[src/rtl/jtag_uart_access_sched.sv]
// Sole Avalon master for the JTAG UART: shares the slave between RX polling and gated TX writes.
// Optional byte statistics are built when JTAG_SCHED_STATS_EN is defined.
module jtag_uart_access_sched #(
  parameter int MAX_RX_BURST    = 8,
  parameter int RX_IDLE_BACKOFF = 16
) (
  input  logic        iCLK,
  input  logic        iRST,
  output logic        oJTAG_SLAVE_ADDR,
  output logic        oJTAG_SLAVE_RDREQ,
  input  logic [31:0] iJTAG_SLAVE_RDDATA,
  output logic        oJTAG_SLAVE_WRREQ,
  output logic [31:0] oJTAG_SLAVE_WRDATA,
  input  logic        iJTAG_SLAVE_WAIT,
  input  logic        iRX_EN,
  output logic [7:0]  oRX_DATA,
  output logic        oRX_VALID,
  input  logic [7:0]  iTX_DATA,
  input  logic        iTX_VALID,
  output logic        oTX_READY,
  output logic        oBUSY,
  output logic [15:0] oRX_BYTES,
  output logic [15:0] oTX_BYTES
);

  localparam int BOFF_W = (RX_IDLE_BACKOFF > 0) ? $clog2(RX_IDLE_BACKOFF + 1) : 1;

  typedef enum logic [2:0] {
    ST_IDLE,
    ST_RD_DATA,
    ST_RD_DATA_LAT,
    ST_RD_CTRL,
    ST_RD_CTRL_LAT,
    ST_WR_DATA
  } state_t;

  state_t              state;
  logic                txFull;
  logic [7:0]          txByte;
  logic [15:0]         credit;
  logic [7:0]          burstCnt;
  logic [BOFF_W-1:0]   backoff;
  logic                ctrlBlock;

  logic rxEligible, burstMax, txSlot, txHandshake, rxAccept, wrDone;

  assign rxEligible  = iRX_EN && (backoff == '0);
  assign burstMax    = (burstCnt == 8'(MAX_RX_BURST));
  assign txSlot      = txFull && (burstMax || !rxEligible);
  assign txHandshake = iTX_VALID && oTX_READY;
  assign rxAccept    = (state == ST_RD_DATA_LAT) && iJTAG_SLAVE_RDDATA[15];
  assign wrDone      = (state == ST_WR_DATA) && !iJTAG_SLAVE_WAIT;
  assign oBUSY       = (state != ST_IDLE);

  always_ff @(posedge iCLK) begin
    if (iRST) begin
      state              <= ST_IDLE;
      oJTAG_SLAVE_ADDR   <= 1'b0;
      oJTAG_SLAVE_RDREQ  <= 1'b0;
      oJTAG_SLAVE_WRREQ  <= 1'b0;
      oJTAG_SLAVE_WRDATA <= '0;
      oRX_DATA           <= '0;
      oRX_VALID          <= 1'b0;
      oTX_READY          <= 1'b0;
      txFull             <= 1'b0;
      txByte             <= '0;
      credit             <= '0;
      burstCnt           <= '0;
      backoff            <= '0;
      ctrlBlock          <= 1'b0;
    end else begin
      oRX_VALID <= 1'b0;
      if (backoff != '0) backoff <= backoff - 1'b1;

      if (txHandshake) begin
        txFull    <= 1'b1;
        txByte    <= iTX_DATA;
        oTX_READY <= 1'b0;
      end else begin
        oTX_READY <= !txFull;
      end

      // NOTE: later non-blocking assignments in this block override the defaults above (e.g. backoff reload, TX release).
      unique case (state)
        ST_IDLE: begin
          if (txSlot && credit != '0) begin
            state              <= ST_WR_DATA;
            oJTAG_SLAVE_ADDR   <= 1'b0;
            oJTAG_SLAVE_WRREQ  <= 1'b1;
            oJTAG_SLAVE_WRDATA <= {24'd0, txByte};
          end else if (txSlot && !(ctrlBlock && rxEligible)) begin
            state             <= ST_RD_CTRL;
            oJTAG_SLAVE_ADDR  <= 1'b1;
            oJTAG_SLAVE_RDREQ <= 1'b1;
          end else if (rxEligible) begin
            state             <= ST_RD_DATA;
            oJTAG_SLAVE_ADDR  <= 1'b0;
            oJTAG_SLAVE_RDREQ <= 1'b1;
            ctrlBlock         <= 1'b0;
          end
        end
        ST_RD_DATA: if (!iJTAG_SLAVE_WAIT) begin
          oJTAG_SLAVE_RDREQ <= 1'b0;
          state             <= ST_RD_DATA_LAT;
        end
        ST_RD_DATA_LAT: begin
          if (rxAccept) begin
            oRX_DATA  <= iJTAG_SLAVE_RDDATA[7:0];
            oRX_VALID <= 1'b1;
            if (!burstMax) burstCnt <= burstCnt + 1'b1;
          end else begin
            backoff  <= BOFF_W'(RX_IDLE_BACKOFF);
            burstCnt <= '0;
          end
          state <= ST_IDLE;
        end
        ST_RD_CTRL: if (!iJTAG_SLAVE_WAIT) begin
          oJTAG_SLAVE_RDREQ <= 1'b0;
          state             <= ST_RD_CTRL_LAT;
        end
        ST_RD_CTRL_LAT: begin
          // A zero WSPACE yields one RX poll before CONTROL is read again.
          credit    <= iJTAG_SLAVE_RDDATA[31:16];
          ctrlBlock <= (iJTAG_SLAVE_RDDATA[31:16] == 16'd0);
          state     <= ST_IDLE;
        end
        ST_WR_DATA: if (wrDone) begin
          oJTAG_SLAVE_WRREQ <= 1'b0;
          credit            <= credit - 1'b1;
          txFull            <= 1'b0;
          oTX_READY         <= 1'b1;
          burstCnt          <= '0;
          state             <= ST_IDLE;
        end
        default: state <= ST_IDLE;
      endcase
    end
  end

`ifdef JTAG_SCHED_STATS_EN
  always_ff @(posedge iCLK) begin
    if (iRST) begin
      oRX_BYTES <= '0;
      oTX_BYTES <= '0;
    end else begin
      if (rxAccept) oRX_BYTES <= oRX_BYTES + 1'b1;
      if (wrDone)   oTX_BYTES <= oTX_BYTES + 1'b1;
    end
  end
`else
  assign oRX_BYTES = '0;
  assign oTX_BYTES = '0;
`endif

endmodule

[config.mk]
export PLATFORM = sky130hd
export DESIGN_NAME = jtag_uart_access_sched
export DESIGN_NICKNAME = d
export VERILOG_FILES = /design/src/rtl/jtag_uart_access_sched.sv
export SDC_FILE = /design/constraint.sdc
export NUM_CORES = 1
export LEC_CHECK = 0
export CAP_MARGIN = 25
export CORE_MARGIN = 5
export CORE_UTILIZATION = 49
export DETAILED_ROUTE_END_ITERATION = 8
export HOLD_SLACK_MARGIN = 0.12
export PLACE_DENSITY = 0.9
export SLEW_MARGIN = 25
export SYNTH_ARGS = -nofsm -noshare
export SYNTH_HDL_FRONTEND = slang
export SYNTH_SLANG_ARGS = --single-unit
[constraint.sdc]
create_clock -name iCLK -period 3.8 [get_ports iCLK]
set_input_delay 0.76 -clock iCLK [delete_from_list [all_inputs] [get_ports iCLK]]
set_output_delay 0.76 -clock iCLK [all_outputs]
set_load 0.05 [all_outputs]
# After elaboration in Yosys (flattened, before gate mapping)
# Index checks and enable logic that the tools add are counted.
# totals
ff_bits	63
in_bits	45
# classes
n_eq_ne	17
n_reduce_logical	36
addsub	3
n_bitwise	1
n_mux	37
# ops
op	n
$pmux 16 s2	1
$mux 8	3
$mux 1	18
$mux 3	6
$logic_not 16->1	1
$mux 16	1
$ne 2x2->1 const B	8
$pmux 8 s2	1
$reduce_bool 16->1	1
$sub 16x1->16 const B	1
$mux 5	3
$pmux 3 s4	1
$reduce_and 4->1	3
$reduce_bool 2->1	5
$add 8x1->8 const B	1
$eq 8x4->1 const B	1
$logic_and 1x1->1	8
$reduce_and 2->1	4
$eq 3x2->1 const B	2
$eq 3x3->1 const B	2
$ne 3x3->1 const B	2
$pmux 1 s2	3
$reduce_and 3->1	2
$reduce_bool 3->1	2
10 further kinds	14

# Longest topological paths before layout
# logic_depth
depth_word	9
mapped_depth	7
depth_no_buf	6

# Worst setup path after synthesis
# No wires, ideal clock.
# synth_path
kind	flip-flop to flip-flop
start	register burstCnt[0]
end	register oJTAG_SLAVE_WRDATA[0]
path_stages_with_launch	7
setup_time_ns	0.072
period_less_slack_ns	1.991
setup_slack_ns	1.809
arrival_ns	1.918
t_required_ns	3.728
cell_sequence	dfxtp_1 > inv_1 > ha_1 > or4b_4 > or2_4 > a221oi_4 > mux2i_1
# synth_between
elab_chain_cells	5
# synth_rtl
item	line	text
from (decl)	41	logic [7:0] burstCnt;
from (signal assigned)	110	if (!burstMax) burstCnt <= burstCnt + 1'b1;
$eq 8x4->1	48	assign burstMax = (burstCnt == 8'(MAX_RX_BURST));
$logic_or 1x1->1	49	assign txSlot = txFull && (burstMax || !rxEligible);
$logic_and 1x1->1	49	
$logic_and 1x1->1	86	if (txSlot && credit != '0) begin
$reduce_and 2->1 (no line)	-	
to (signal assigned)	90	oJTAG_SLAVE_WRDATA <= {24'd0, txByte};
to (decl)	13	output logic [31:0] oJTAG_SLAVE_WRDATA,
# Every way passes these cells.
# A chain may end at the register's enable or synchronous reset.

# Worst setup path in the final report
# layout_path
start	register state[0]
end	output oBUSY
# layout_between
elab_chain_cells	1
# layout_rtl
item	line	text
from (decl)	37	state_t state;
from (signal assigned)	57	state <= ST_IDLE;
from (signal assigned)	87	state <= ST_WR_DATA;
from (signal assigned)	92	state <= ST_RD_CTRL;
$reduce_bool 3->1	53	assign oBUSY = (state != ST_IDLE);
to (decl)	21	output logic oBUSY,
# Every way passes these cells.

==> flow_metrics.tcl <==
set metrics [dict create \
    cp.required_ps 3040 \
    synthAdderAreaFrac_pct 1.44 \
    powerDensity_nw_per_um2 480 \
    synth_edf_count 0 \
    status "complete, no violations" \
    clkTransAtPathRegs_ps 70 \
    yosysSeqAreaShare_pct 36.2 \
    antenna_found_initial 0 \
    syn-cell-area_um2 3490 \
    synth_compound_area_share_pct 17.4 \
    design_area_um2 4180 \
    slew_headroom_pct 47.7 \
    critPathArrivalTime_ps 2090 \
    min_from "oRX_DATA[5]$_SDFFE_PP0P_" \
    grt_start_max_net_pins 27 \
    rsz0062_at_grt "no" \
    clock-sinks 63 \
    dieArea_um2 8900 \
    viasPerCell 5.31 \
    worst_pin_slew_ps 778 \
    yosysUniqueCellTypes 61 \
    clockBufferDepth 2 \
    finalWirelength_mm 8.47 \
    period_share_pct 75.1 \
    cts_tree "yes" \
    cts.htree.levels 3 \
    crit_fanout 17 \
    multi_input_comb_area_um2 1880 \
    critPathBufInv 2 \
    antennaDiodeCount 0 \
    overflow 0 \
    wl_per_cell_um 14.4 \
    hold_class "reg2reg" \
    sw_frac_of_total_pct 36.2 \
    syn_to_final_growth_pct 20.0 \
    use_met1_pct 21.4 \
    io_pins 123 \
    drc_errors 0 \
    max_freq_ghz 0.350 \
    final_core_util_pct 60.9 \
    cpPeakStageDelay_ps 810 \
    syn_inst 431 \
    grt.busiest_layer "met2" \
    ant_nets 0 \
    core_area_um2 6870 \
    path_cells "nor3_1, inv_1, clkdlybuf4s50_1" \
    drt_first_pass_iters 4 \
    ctsResizeCount 0 \
    die_x_um 94.4 \
    met2_usage_pct 32.9 \
    place.gp.congestion 0.934 \
    synth_seq_cells 63 \
    post-dp-hpwl_mm 6.16 \
    synth_top_family_by_area "simple AND/OR/NAND/NOR gates" \
    cp_top_family "buffers and inverters" \
    yosys.area_share.simple_pct 23.6 \
    rows 30 \
    use_met3_pct 5.74 \
    start_util_pct 50.8 \
    io_buffers 59 \
    min_period_ps 2850 \
    hold_viol 0 \
    synth_top_area_share_pct 36.2 \
    yosysWarnings 0 \
    drive_gt1_share_pct 7.71 \
    synthMuxAreaShare_pct 2.91 \
    grt_pass1_wl_mm 13.4 \
    ir_drop_uv 259 \
    slowest_stage "clkdlybuf4s50_1" \
    die_h_um 94.4 \
    tns_ps 0 \
    holdBufCountCts 0 \
    yosys_most_used_dff "dfxtp_1" \
    syn_avg_cell_area_um2 8.09 \
    yosys.area.top_type "dfxtp_1" \
    grt_usage_pct 19.0 \
    numCtsBuffers 9 \
    p_comb_share_pct 28.8 \
    crit_start "state[0]$_SDFFE_PP0P_" \
    num_vias 3127 \
    clkPwrFrac_pct 33.3 \
    max_cap_viol_count 0 \
    ys_async_sr_fraction_pct 0 \
    critPathCaptureType "output port" \
    postCtsSetupRepairBufs 0 \
    setup_viol 0 \
    drt_iter0_drc 172 \
    internal_power_uw 1280 \
    skew_ps 8.50 \
    fillCellCount 584 \
    dpl-instance-area_um2 3960 \
    p_seq_share_pct 37.9 \
    reg2reg_from "credit[0]$_SDFFE_PP0P_" \
    register_area_um2 1260 \
    synth_xor_area_share_pct 2.51 \
    maxSlewViolCount 0 \
    switching_power_uw 728 \
    nets 537 \
    clk-insertion-delay-late_ps 360 \
    critical_path_class "reg2out" \
    grt_pass1_vias 2939 \
    clock_tree.root_cell "clkbuf_8" \
    ys_top_cells_by_area "dfxtp_1 (36%), buf_4 (12%), nand2_1 (7.2%), a21oi_1 (6.0%), mux2i_1 (2.6%)" \
    p_leak_uw 0.00155 \
    start_kind "register" \
]
cells in the final DEF (no fill, tap or decap), types with 3 or more instances in the layout:
master,instances
nand4_1,8
nor2b_1,5
nor4_1,7
clkbuf_8,9
and3_1,3
inv_1,14
mux2i_1,9
and2_1,4
clkdlybuf4s50_1,59
nor2_1,23
nand2_1,67
or4_1,3
nor3_1,10
nand3_1,5
xor2_1,4
nor3b_1,4
o21ai_0,16
ha_1,4
nand2b_1,5
dfxtp_1,63
o311ai_0,3
a21oi_1,42
a21o_1,3
xnor2_1,6
inv_6,3
a211oi_1,3
conb_1,56
a22oi_1,3
or3b_2,3
buf_4,7
layout make-up:
type                       count  area share, %
sequential                    63           30.1
clock buffer                   9           2.96
timing repair buffer          66           15.4
tap                           96           2.87
inverter                      14           1.26
clock inverter                 7           2.45
multi-input combinational    334           44.9
cell families (layout without fill, tap and decap cells):
group,after synthesis,count (layout)
xor gates and xnor gates,10,10
and+or+nand+nor,160,160
AOI/OAI and AO/OA,94,94
adders and majority gates,4,4
muxes,10,10
buffers and inverters,89,96
DFF,63,63
other,1,56
path summary, 6_finish.rpt:
kind,end,slack [ps],cells after the start
worst max-delay path,oBUSY,950,3
worst min-delay path,oRX_DATA[5]$_SDFFE_PP0P_,450,2
worst max register to register,oJTAG_SLAVE_WRDATA[7]$_SDFFE_PP0P_,1520,7
worst min register to register,oRX_DATA[5]$_SDFFE_PP0P_,450,2
synthesized netlist by cell type (all sizes together) (2+ instances only):
library cell,n
a211oi,3
nand3b,2
nand2,67
xnor2,6
nand4,8
a31o,2
inv,14
nor4,8
mux2i,9
and2,4
o21ai,16
a31oi,2
buf,58
nand4bb,2
o221ai,2
or3b,3
nor3,10
nor2b,5
ha,4
nor4b,2
o21a,2
a21o,3
o211ai,2
nand3,5
a21oi,42
clkbuf,17
a221oi,2
nor3b,4
a22oi,3
o311ai,4
nor2,23
xor2,4
or4,3
and3,3
nand2b,5
dfxtp,63
through the flow:
step / hold slack (ps) / setup WS (ps) / power [µW] / instances
after global routing: 476 / 832 / 2100 / 589
after global placement: 440 / 1320 / 1330 / 573
after floorplan: 437 / 1810 / 1250 / 486
final: 454 / 946 / 2010 / 589
after CTS: 457 / 949 / 2020 / 589
after detailed placement: 446 / 1250 / 1350 / 573
worst min-delay path, cell delays in order (launching register included):
cell,delay [ps]
dfxtp_1,310
nand2_1,50
a21oi_1,50
registers in the layout, indices dropped and copies added, names as in the netlist:
name / flops
backoff: 5
burstCnt: 8
credit: 16
ctrlBlock: 1
oJTAG_SLAVE_ADDR: 1
oJTAG_SLAVE_RDREQ: 1
oJTAG_SLAVE_WRDATA: 8
oJTAG_SLAVE_WRREQ: 1
oRX_DATA: 8
oRX_VALID: 1
oTX_READY: 1
state: 3
txByte: 8
txFull: 1
power by group through the flow:
stage	Combinational, µW	Clock, µW	Sequential (µW)
6_report	579	668	762
4_1_cts	577	679	761
2_1_floorplan	454	0	796
5_1_grt	622	710	769
3_3_place_gp	554	0	772
3_5_place_dp	570	0	776
per-layer routing:
layer | share of wire, % | vias up | routed length (µm)
met4 | 2.0 | 0 | 172
met1 | 39 | 1465 | 3310
met3 | 7.7 | 17 | 651
met2 | 51 | 137 | 4330
li1 | - | 1508 | -
met5 | 0 | - | 0
No activity file was read; power rests on OpenSTA's default activity.
